--- config.mk ---
export PLATFORM = sky130hd
export DESIGN_NAME = plat_scroll_ctrl
export DESIGN_NICKNAME = d
export VERILOG_FILES = /design/src/rtl/game_pkg.sv /design/src/rtl/plat_lfsr.sv /design/src/rtl/plat_scroll_ctrl.sv
export SDC_FILE = /design/constraint.sdc
export NUM_CORES = 1
export LEC_CHECK = 0
export ABC_AREA = 1
export CAP_MARGIN = 20
export CORE_MARGIN = 10
export CORE_UTILIZATION = 61
export DETAILED_ROUTE_END_ITERATION = 7
export PLACE_DENSITY = 0.87
export SLEW_MARGIN = 20
export SYNTH_ARGS = -nofsm -noshare
export SYNTH_HDL_FRONTEND = slang
export SYNTH_SLANG_ARGS = --single-unit
--- constraint.sdc ---
create_clock -name Clock -period 13 [get_ports Clock]
set_clock_uncertainty 0.15 [all_clocks]
set_input_delay 2.6 -clock Clock [delete_from_list [all_inputs] [get_ports Clock]]
set_output_delay 2.6 -clock Clock [all_outputs]
set_load 0.01 [all_outputs]
--- src/rtl/game_pkg.sv ---
// Shared game-state codes, screen geometry and the platform manager state type.
package game_pkg;

  localparam logic [2:0] GS_MAIN    = 3'b000;
  localparam logic [2:0] GS_LOAD    = 3'b001;
  localparam logic [2:0] GS_GAME    = 3'b010;
  localparam logic [2:0] GS_PAUSE   = 3'b011;
  localparam logic [2:0] GS_REFRESH = 3'b100;
  localparam logic [2:0] GS_INIT    = 3'b101;
  localparam logic [2:0] GS_OVER    = 3'b110;

  localparam int SCREEN_W = 640;
  localparam int SCREEN_H = 480;

  typedef enum logic [2:0] {
    ST_IDLE,
    ST_LOAD,
    ST_ARMED,
    ST_SCROLL,
    ST_DONE
  } scroll_state_t;

endpackage

--- src/rtl/plat_lfsr.sv ---
// Free-running 16-bit Galois LFSR that supplies a folded platform X coordinate.
module plat_lfsr #(
  parameter logic [15:0] SEED    = 16'hACE1,
  parameter logic [15:0] TAPS    = 16'hB400,
  parameter int          X_LIMIT = 576
) (
  input  logic       Clock,
  input  logic       Reset,
  input  logic       en,
  output logic [9:0] x
);

  localparam logic [9:0] LIMIT = 10'(X_LIMIT);

  logic [15:0] lfsr;

  // Shift right; when the bit leaving is set, fold the taps back in.
  always_ff @(posedge Clock) begin
    if (Reset)
      lfsr <= SEED;
    else if (en)
      lfsr <= lfsr[0] ? ((lfsr >> 1) ^ TAPS) : (lfsr >> 1);
  end

  // A single subtract covers the whole 10-bit range since 1023 < 2*LIMIT.
  always_comb begin
    x = (lfsr[9:0] >= LIMIT) ? (lfsr[9:0] - LIMIT) : lfsr[9:0];
  end

endmodule

--- src/rtl/plat_scroll_ctrl.sv ---
// Platform field manager: initial load, refresh request, scroll and regeneration.
//
// state     | meaning
// ----------+------------------------------------------------------------
// ST_IDLE   | waiting for loadplat or the Game state
// ST_LOAD   | writing one initial platform per Clock
// ST_ARMED  | in play; refresh_en tracks the climb threshold
// ST_SCROLL | moving platforms down SCROLL_STEP per frame until done
// ST_DONE   | one-cycle trigger back to the game FSM
module plat_scroll_ctrl
  import game_pkg::*;
#(
  parameter int NUM_PLAT    = 8,
  parameter int SCREEN_W    = game_pkg::SCREEN_W,
  parameter int SCREEN_H    = game_pkg::SCREEN_H,
  parameter int PLAT_W      = 64,
  parameter int SPACING     = 60,
  parameter int TRIGGER_Y   = 160,
  parameter int SCROLL_STEP = 4,
  parameter int MAX_SCROLL  = 120
) (
  input  logic                  Clock,
  input  logic                  Reset,
  input  logic                  frame_clk,
  input  logic [2:0]            outstate,
  input  logic                  loadplat,
  input  logic [9:0]            doodle_y,
  input  logic                  doodle_falling,
  output logic                  refresh_en,
  output logic                  trigger,
  output logic [NUM_PLAT*10-1:0] plat_x_flat,
  output logic [NUM_PLAT*10-1:0] plat_y_flat,
  output logic [15:0]           plat_passed
);

  localparam int         IDX_W  = (NUM_PLAT > 1) ? $clog2(NUM_PLAT) : 1;
  localparam logic [9:0] TRIG_Y = 10'(TRIGGER_Y);
  localparam logic [9:0] STEP   = 10'(SCROLL_STEP);
  localparam logic [9:0] MAXS   = 10'(MAX_SCROLL);
  localparam logic [10:0] H11   = 11'(SCREEN_H);

  scroll_state_t       state;
  logic [IDX_W-1:0]    idx;
  logic [9:0]          remaining;
  logic [9:0]          plat_x [NUM_PLAT];
  logic [9:0]          plat_y [NUM_PLAT];
  logic                fc_s1, fc_s2, fc_s3, frame_tick;
  logic [9:0]          lfsr_x;

  logic [9:0]          step;
  logic [9:0]          entry_rem;
  logic [9:0]          climb;
  logic [10:0]         sum_y  [NUM_PLAT];
  logic [9:0]          next_y [NUM_PLAT];
  logic                regen  [NUM_PLAT];
  logic [16:0]         passed_sum;
  logic [15:0]         passed_next;

  plat_lfsr #(
    .SEED    (16'hACE1),
    .TAPS    (16'hB400),
    .X_LIMIT (SCREEN_W - PLAT_W)
  ) u_lfsr (
    .Clock (Clock),
    .Reset (Reset),
    .en    (1'b1),
    .x     (lfsr_x)
  );

  function automatic logic [9:0] load_y(input logic [IDX_W-1:0] i);
    return 10'(SCREEN_H - 20 - int'(i) * SPACING);
  endfunction

  // Bring frame_clk into the Clock domain and register a rising-edge pulse.
  always_ff @(posedge Clock) begin
    if (Reset) begin
      fc_s1      <= 1'b0;
      fc_s2      <= 1'b0;
      fc_s3      <= 1'b0;
      frame_tick <= 1'b0;
    end else begin
      fc_s1      <= frame_clk;
      fc_s2      <= fc_s1;
      fc_s3      <= fc_s2;
      frame_tick <= fc_s2 & ~fc_s3;
    end
  end

  // Scroll arithmetic: step size, per-platform wrap and saturating pass count.
  always_comb begin
    step       = (remaining < STEP) ? remaining : STEP;
    climb      = TRIG_Y - doodle_y;
    entry_rem  = (doodle_y >= TRIG_Y) ? STEP : ((climb > MAXS) ? MAXS : climb);
    passed_sum = {1'b0, plat_passed};
    for (int i = 0; i < NUM_PLAT; i++) begin
      sum_y[i]  = {1'b0, plat_y[i]} + {1'b0, step};
      regen[i]  = (sum_y[i] >= H11);
      next_y[i] = regen[i] ? 10'(sum_y[i] - H11) : sum_y[i][9:0];
      passed_sum = passed_sum + 17'(regen[i]);
    end
    passed_next = passed_sum[16] ? 16'hFFFF : passed_sum[15:0];
  end

  // Main controller FSM with registered outputs.
  always_ff @(posedge Clock) begin
    if (Reset) begin
      state       <= ST_IDLE;
      idx         <= '0;
      remaining   <= '0;
      refresh_en  <= 1'b0;
      trigger     <= 1'b0;
      plat_passed <= '0;
      for (int i = 0; i < NUM_PLAT; i++) begin
        plat_x[i] <= '0;
        plat_y[i] <= '0;
      end
    end else begin
      case (state)
        ST_IDLE: begin
          refresh_en <= 1'b0;
          trigger    <= 1'b0;
          if (loadplat) begin
            idx         <= '0;
            plat_passed <= '0;
            state       <= ST_LOAD;
          end else if (outstate == GS_GAME) begin
            state <= ST_ARMED;
          end
        end
        ST_LOAD: begin
          if (!loadplat) begin
            state <= ST_IDLE;
          end else begin
            plat_y[idx] <= load_y(idx);
            plat_x[idx] <= lfsr_x;
            if (idx == IDX_W'(NUM_PLAT - 1))
              state <= ST_IDLE;
            else
              idx <= idx + 1'b1;
          end
        end
        ST_ARMED: begin
          if (outstate == GS_REFRESH) begin
            remaining  <= entry_rem;
            refresh_en <= 1'b0;
            state      <= ST_SCROLL;
          end else if (outstate == GS_MAIN || outstate == GS_OVER || outstate == GS_INIT) begin
            refresh_en <= 1'b0;
            state      <= ST_IDLE;
          end else begin
            refresh_en <= (outstate == GS_GAME) && (doodle_y < TRIG_Y) && !doodle_falling;
          end
        end
        ST_SCROLL: begin
          // Leaving Refreshing early abandons the scroll where it stands.
          if (outstate != GS_REFRESH) begin
            state <= ST_IDLE;
          end else if (frame_tick) begin
            for (int i = 0; i < NUM_PLAT; i++) begin
              plat_y[i] <= next_y[i];
              if (regen[i])
                plat_x[i] <= lfsr_x;
            end
            plat_passed <= passed_next;
            remaining   <= remaining - step;
            if (remaining == step) begin
              trigger <= 1'b1;
              state   <= ST_DONE;
            end
          end
        end
        ST_DONE: begin
          trigger <= 1'b0;
          state   <= ST_ARMED;
        end
        default: begin
          trigger    <= 1'b0;
          refresh_en <= 1'b0;
          state      <= ST_IDLE;
        end
      endcase
    end
  end

  for (genvar g = 0; g < NUM_PLAT; g++) begin : g_flat
    assign plat_x_flat[10*g +: 10] = plat_x[g];
    assign plat_y_flat[10*g +: 10] = plat_y[g];
  end

endmodule

* Word level (Yosys, flattened, before mapping)
Memories as Yosys holds them, arrays and structs flattened.
Cells that the tools add are included.
** Operators by class
- Mux-type cells :: 124
- Multipliers :: 1
- Shift-type cells :: 0
- Bitwise operators :: 20
- Magnitude comparators :: 13
- Eq/ne operators :: 23
- Reduce and logical (&&, ||, !) cells :: 19
- Add/sub/neg operators :: 29
- Divide/modulo/power cells :: 0
** Operators with widths (number)
- 2-to-1 mux 10 bit :: 33
- adder 17 x 1 -> 17 bit :: 7
- adder 10 x 10 -> 11 bit :: 8
- greater-or-equal comparator 11 x 9 -> 1 bit (second input constant) :: 8
- 2-to-1 mux 16 bit :: 5
- subtractor 10 x 9 -> 10 bit (second input constant) :: 8
- 2-to-1 mux 1 bit :: 66
- 2-to-1 mux 3 bit :: 14
- one-hot mux 16 bit (2 select lines) :: 1
- one-hot mux 10 bit (2 select lines) :: 1
- OR reduction 10 bit :: 2
- != test 3 bit (second input constant) :: 6
- adder 16 x 1 -> 17 bit :: 1
- bitwise OR 1 bit :: 16
- AND reduction 4 bit :: 4
- equality test 3 bit (second input constant) :: 5
- one-hot mux 3 bit (5 select lines) :: 1
- != test 2 bit (second input constant) :: 7
- equality test 10 bit :: 1
- greater-or-equal comparator 10 bit (second input constant) :: 1
- greater-or-equal comparator 10 x 8 -> 1 bit (second input constant) :: 1
- > comparator 10 x 7 -> 1 bit (second input constant) :: 1
- < comparator 10 x 3 -> 1 bit (second input constant) :: 1
- < comparator 10 x 8 -> 1 bit (second input constant) :: 1
- 21 further kinds :: 30
** Storage, ports and cells
- ROM bits :: 0
- Memories kept :: 2
- Latch bits :: 0
- Bits of input ports :: 18
- Logic and storage cells :: 242
- Bits in writable memories :: 160
- Bits in registers :: 54
** Memories
- plat_x :: words 8, bits a word 10, rd ports 8, clocked after memory_dff 0, wr ports 8, line plat_scroll_ctrl.sv:45 : logic [9:0] plat_x [NUM_PLAT];
- plat_y :: words 8, bits a word 10, rd ports 8, clocked after memory_dff 0, wr ports 8, line plat_scroll_ctrl.sv:46 : logic [9:0] plat_y [NUM_PLAT];

* Depth between registers and ports, before layout
- Word-level depth :: 16
- Depth in mapped cells :: 38

* Modules after synthesis
From an unflattened synthesis, not the netlist that was laid out.
** Second synthesis, totals
- Cell total of the unflattened synthesis :: 1954
- Area total of the unflattened synthesis :: 14898.0 um^2
** By module, submodules not included
- plat_scroll_ctrl :: cells each 1840, area an instance 14104.8 um^2, instances 1
- plat_lfsr :: cells each 114, area an instance 793.3 um^2, instances 1

* Worst setup path after synthesis
OpenSTA, ideal clock, no wires.
- Kind :: reg-to-reg
- Start point :: reg remaining[4]
- End point :: reg plat_passed[14]
- Slack :: 6.383 ns
- Clock period less this slack :: 6.617 ns
- Stages on the path, launching flop included :: 37
- Data required time :: 12.718 ns
- Data arrival time :: 6.334 ns
- Cell sequence :: dfxtp_1 > nor2_2 > nand2_2 > nor2_8 > buf_8 > inv_1 > nor2_1 > ha_1 > ha_1 > inv_1 > nand2_2 > nand2_1 > nand2_1 > xor2_2 > ha_1 > nand3_1 > nor2_1 > nor2_2 > nand2_2 > inv_2 > fa_1 > fa_1 > fa_1 > inv_1 > fa_1 > fa_1 > nand2_1 > nand2_1 > a21oi_1 > nor3b_2 > nand2_1 > nor2_1 > inv_1 > nor3_1 > clkbuf_1 > o31ai_1 > a21oi_1
** Between the ends
- Longest elaborated chain between the ends :: 16
** Ends and longest elaborated chain
- start: declaration :: line plat_scroll_ctrl.sv:44 : logic [9:0] remaining;
- start signal: assignment :: line plat_scroll_ctrl.sv:144 : remaining <= entry_rem;
- start signal: assignment :: line plat_scroll_ctrl.sv:165 : remaining <= remaining - step;
- < comparator 10 x 3 -> 1 bit :: line plat_scroll_ctrl.sv:91 : step = (remaining < STEP) ? remaining : STEP;
- 2-to-1 mux 10 bit * :: line plat_scroll_ctrl.sv:91
- adder 10 x 10 -> 11 bit :: line plat_scroll_ctrl.sv:96 : sum_y[i] = {1'b0, plat_y[i]} + {1'b0, step};
- greater-or-equal comparator 11 x 9 -> 1 bit :: line plat_scroll_ctrl.sv:97 : regen[i] = (sum_y[i] >= H11);
- adder 16 x 1 -> 17 bit :: line plat_scroll_ctrl.sv:99 : passed_sum = passed_sum + 17'(regen[i]);
- adder 17 x 1 -> 17 bit (6 in series) :: line plat_scroll_ctrl.sv:99
- adder 17 x 1 -> 17 bit * :: line plat_scroll_ctrl.sv:99
- 2-to-1 mux 16 bit * :: line plat_scroll_ctrl.sv:101 : passed_next = passed_sum[16] ? 16'hFFFF : passed_sum[15:0];
- 2-to-1 mux 16 bit * :: line plat_scroll_ctrl.sv:158 : end else if (frame_tick) begin
- 2-to-1 mux 16 bit * :: line plat_scroll_ctrl.sv:156 : if (outstate != GS_REFRESH) begin
- one-hot mux 16 bit (2 select lines) * :: line plat_scroll_ctrl.sv:118 : case (state)
- end signal: assignment :: line plat_scroll_ctrl.sv:164 : plat_passed <= passed_next;
- end: declaration :: line plat_scroll_ctrl.sv:33 : output logic [15:0] plat_passed
Every way passes the cells marked *; elsewhere a longest branch is shown, timed or not. The select of a mux whose other input is x is not followed.
A chain may end at the register's enable or synchronous reset.

* Final worst setup path
- Start point :: reg remaining[3]
- End point :: reg plat_passed[15]
Same word-level chain as after synthesis.

==> results.toml <==
[route]
dr.pass1.iters = 6
via_per_inst = 5.73
drt-total-wl_um = 43200
post_drt_wl_per_cell_um = 18.0
vias = 13700
drt_iter0_drc = 1358
drc_errors = 0
ant_nets = 0

[placement]
dp.final_hpwl_um = 32200
gp_congestion = 0.976
dp_worst_setup_slack_ns = 5.23
port_buffers = 195

[clocking]
cts_made_buffers = 24
clk_pin_slew_ns = 0.06
clk_path_buf_depth = 3
cts_resized = 0
post-cts-setup-buffers = 0
cts_tree = "done"
cts_num_sinks = 214
worstSkewPairLatency_ns = 0.54
clockRootBuffer = "clkbuf_16"
cts_hold_buffers = 0
htreeDepth = 1

[floorplan]
chipHeight_um = 174
std_cell_rows = 56
fp.dieW_um = 174
dieArea_um2 = 30300
initial_core_util_pct = 62.0
ioPinCount = 196
core_um2 = 23400

[sta]
setup_slack_ns = 5.24
fin_crit_ns = 7.76
fin_crit_sh_pct = 59.7
hold_ws_ns = 0.243
tns_ns = 0
slew_violations = 0
rsz0062_at_grt = "false"
maxSlewHeadroom_pct = 30.7
hold_violations = 0
tightest_slew_ns = 1.03
fmax_mhz = 129
setup_viol = 0

[layout]
fin_nets = 2196
drive_gt1_share_pct = 6.70
area.growth.synth_to_final_pct = 22.5
n_antenna_cell = 0

[critical_path]
r2r-start = "remaining[3]$_SDFFE_PP0P_"
critical_path_class = "flip-flop to flip-flop"
crit_slowest_cell = "nor3_2"
cp.arrival_ns = 8.08
worstPathMaxFanout = 13
path_common_cell = "nand2_1"
crit_required_ns = 13.31
startpoint_type = "flip-flop"
crit_path_start = "remaining[3]$_SDFFE_PP0P_"
critPathMaxStageDelay_ns = 0.54
critPathCaptureType = "flip-flop"

[flow_run]
max-cap-violations = 0

[logic_synthesis]
synth-main-ff-cell = "edfxtp_1"
synth_edf_count = 144
synth_area_um2 = 14500
ys_warn_count = 0
seq_area_frac_synth_pct = 39.5
async_flop_share_pct = 0
ys_seq_elements = 214
avgSynthCellArea_um2 = 8.02
synth_cell_types = 57
syn_inst = 1808

[run_status]
status = "finished, final reports clean"

[pwr]
power.leakage_nw = 8.16
vdd_drop_max_v = 0.000120
finalPower_mw = 1.98
power_density_nw_per_um2 = 111

[grt]
grt_pass1_wl_um = 69000
grt_pass1_vias = 13300
track_usage_pct = 27.5
antenna_found_initial = 0
grt-ovfl-total = 0
grt_max_degree = 57

[min_path]
hp-start = "fc_s3$_SDFF_PP0_"
hp-class = "flip-flop to flip-flop"
state kept, by name (all words and copies together) (netlist names):
register	flops
idx	3
remaining	10
plat_passed	16
state	3
plat_x	80
refresh_en	1
fc_s2	1
plat_y	80
u_lfsr.lfsr	16
fc_s1	1
trigger	1
frame_tick	1
fc_s3	1
synthesized netlist by cell type, drive strengths merged, types with 4 or more instances:
| cell type | count | area share (%) |
|---|---|---|
| o22ai | 21 | 0.91 |
| nor2 | 158 | 4.6 |
| xnor2 | 25 | 1.5 |
| edfxtp | 144 | 30 |
| a21oi | 142 | 5.0 |
| clkbuf | 23 | 0.60 |
| dfxtp | 70 | 9.7 |
| nand2 | 455 | 12 |
| fa | 10 | 1.4 |
| nor3 | 22 | 0.76 |
| nand4 | 19 | 0.82 |
| buf | 14 | 0.63 |
| a211oi | 6 | 0.31 |
| o31ai | 4 | 0.21 |
| nor4 | 7 | 0.30 |
| inv | 238 | 6.2 |
| a31o | 5 | 0.30 |
| o21bai | 6 | 0.31 |
| a21o | 5 | 0.26 |
| ha | 110 | 9.5 |
| nand3b | 9 | 0.47 |
| nand3 | 144 | 5.6 |
| a31oi | 10 | 0.43 |
| o211ai | 5 | 0.26 |
| o21ai | 68 | 2.4 |
| a32o | 5 | 0.35 |
| xor2 | 62 | 4.2 |
metrics by stage:
stage,cells,util [%],instance area [µm²]
6_report,2395,75.9,17800
5_1_grt,2395,75.9,17800
4_1_cts,2395,75.9,17800
3_5_place_dp,2351,72.5,17000
3_3_place_gp,2351,72.5,17000
2_1_floorplan,1863,-,14700
final timing paths:
| path | end | depth (start not counted) | slack (ns) |
|---|---|---|---|
| min | frame_tick$_SDFF_PP0_ | 1 | 0.24 |
| max reg2reg | plat_passed[15]$_SDFFE_PP0P_ | 36 | 5.24 |
| max | plat_passed[15]$_SDFFE_PP0P_ | 36 | 5.24 |
| min reg2reg | frame_tick$_SDFF_PP0_ | 1 | 0.24 |
worst max-delay path: cells and delay by family (launching register included):
family | cells | cell delay (ns)
AOI/OAI and AO/OA | 2 | 0.26
xor gates and xnor gates | 1 | 0.20
adders and majority gates | 8 | 2.48
buffers and inverters | 7 | 0.99
DFF | 1 | 0.36
and+or+nand+nor | 18 | 3.22
cell usage in the layout (no fill, tap or decap), drive strengths merged, types with 2 or more instances in the layout:
master	n
a211oi	6
a21o	5
a21oi	142
a221oi	2
a31o	5
a31oi	10
a32o	5
and2	2
and3	2
buf	12
bufinv	2
clkbuf	27
clkdlybuf4s50	194
clkinv	14
clkinvlp	2
conb	57
dfxtp	70
edfxtp	144
fa	10
ha	110
inv	240
nand2	455
nand3	144
nand3b	9
nand4	19
nor2	158
nor3	22
nor3b	2
nor4	7
o211ai	5
o21ai	68
o21bai	6
o22ai	21
o31ai	4
or2	3
xnor2	25
xor2	62
final cells by class:
type	count	area [µm²]
Multi-Input combinational cell	1371	7910
Inverter	241	905
Timing Repair Buffer	206	2030
Sequential cell	214	5730
Tap cell	319	399
Clock buffer	27	642
Clock inverter	17	155
Fill cell	1719	5630
routing by layer:
| layer | global-route usage (%) | vias up | share of wire (%) |
|---|---|---|---|
| met5 | 0 | - | 0 |
| met4 | 11.8 | 0 | 4.3 |
| li1 | - | 6487 | - |
| met2 | 47.1 | 689 | 48 |
| met3 | 4.55 | 123 | 8.6 |
| met1 | 33.5 | 6414 | 39 |
where the power goes:
part / internal [mW] / switching (mW)
Combinational: 0.182 / 0.332
Sequential: 0.753 / 0.0178
Clock: 0.397 / 0.295
cells by family after synthesis:
family / synth area share [%]
xor gates and xnor gates: 5.67
AOI/OAI and AO/OA: 11.1
and+or+nand+nor: 25.4
other: 0.0518
adders and majority gates: 10.9
buffers and inverters: 7.46
DFF: 39.5
Power figures use the tool's default switching activity.
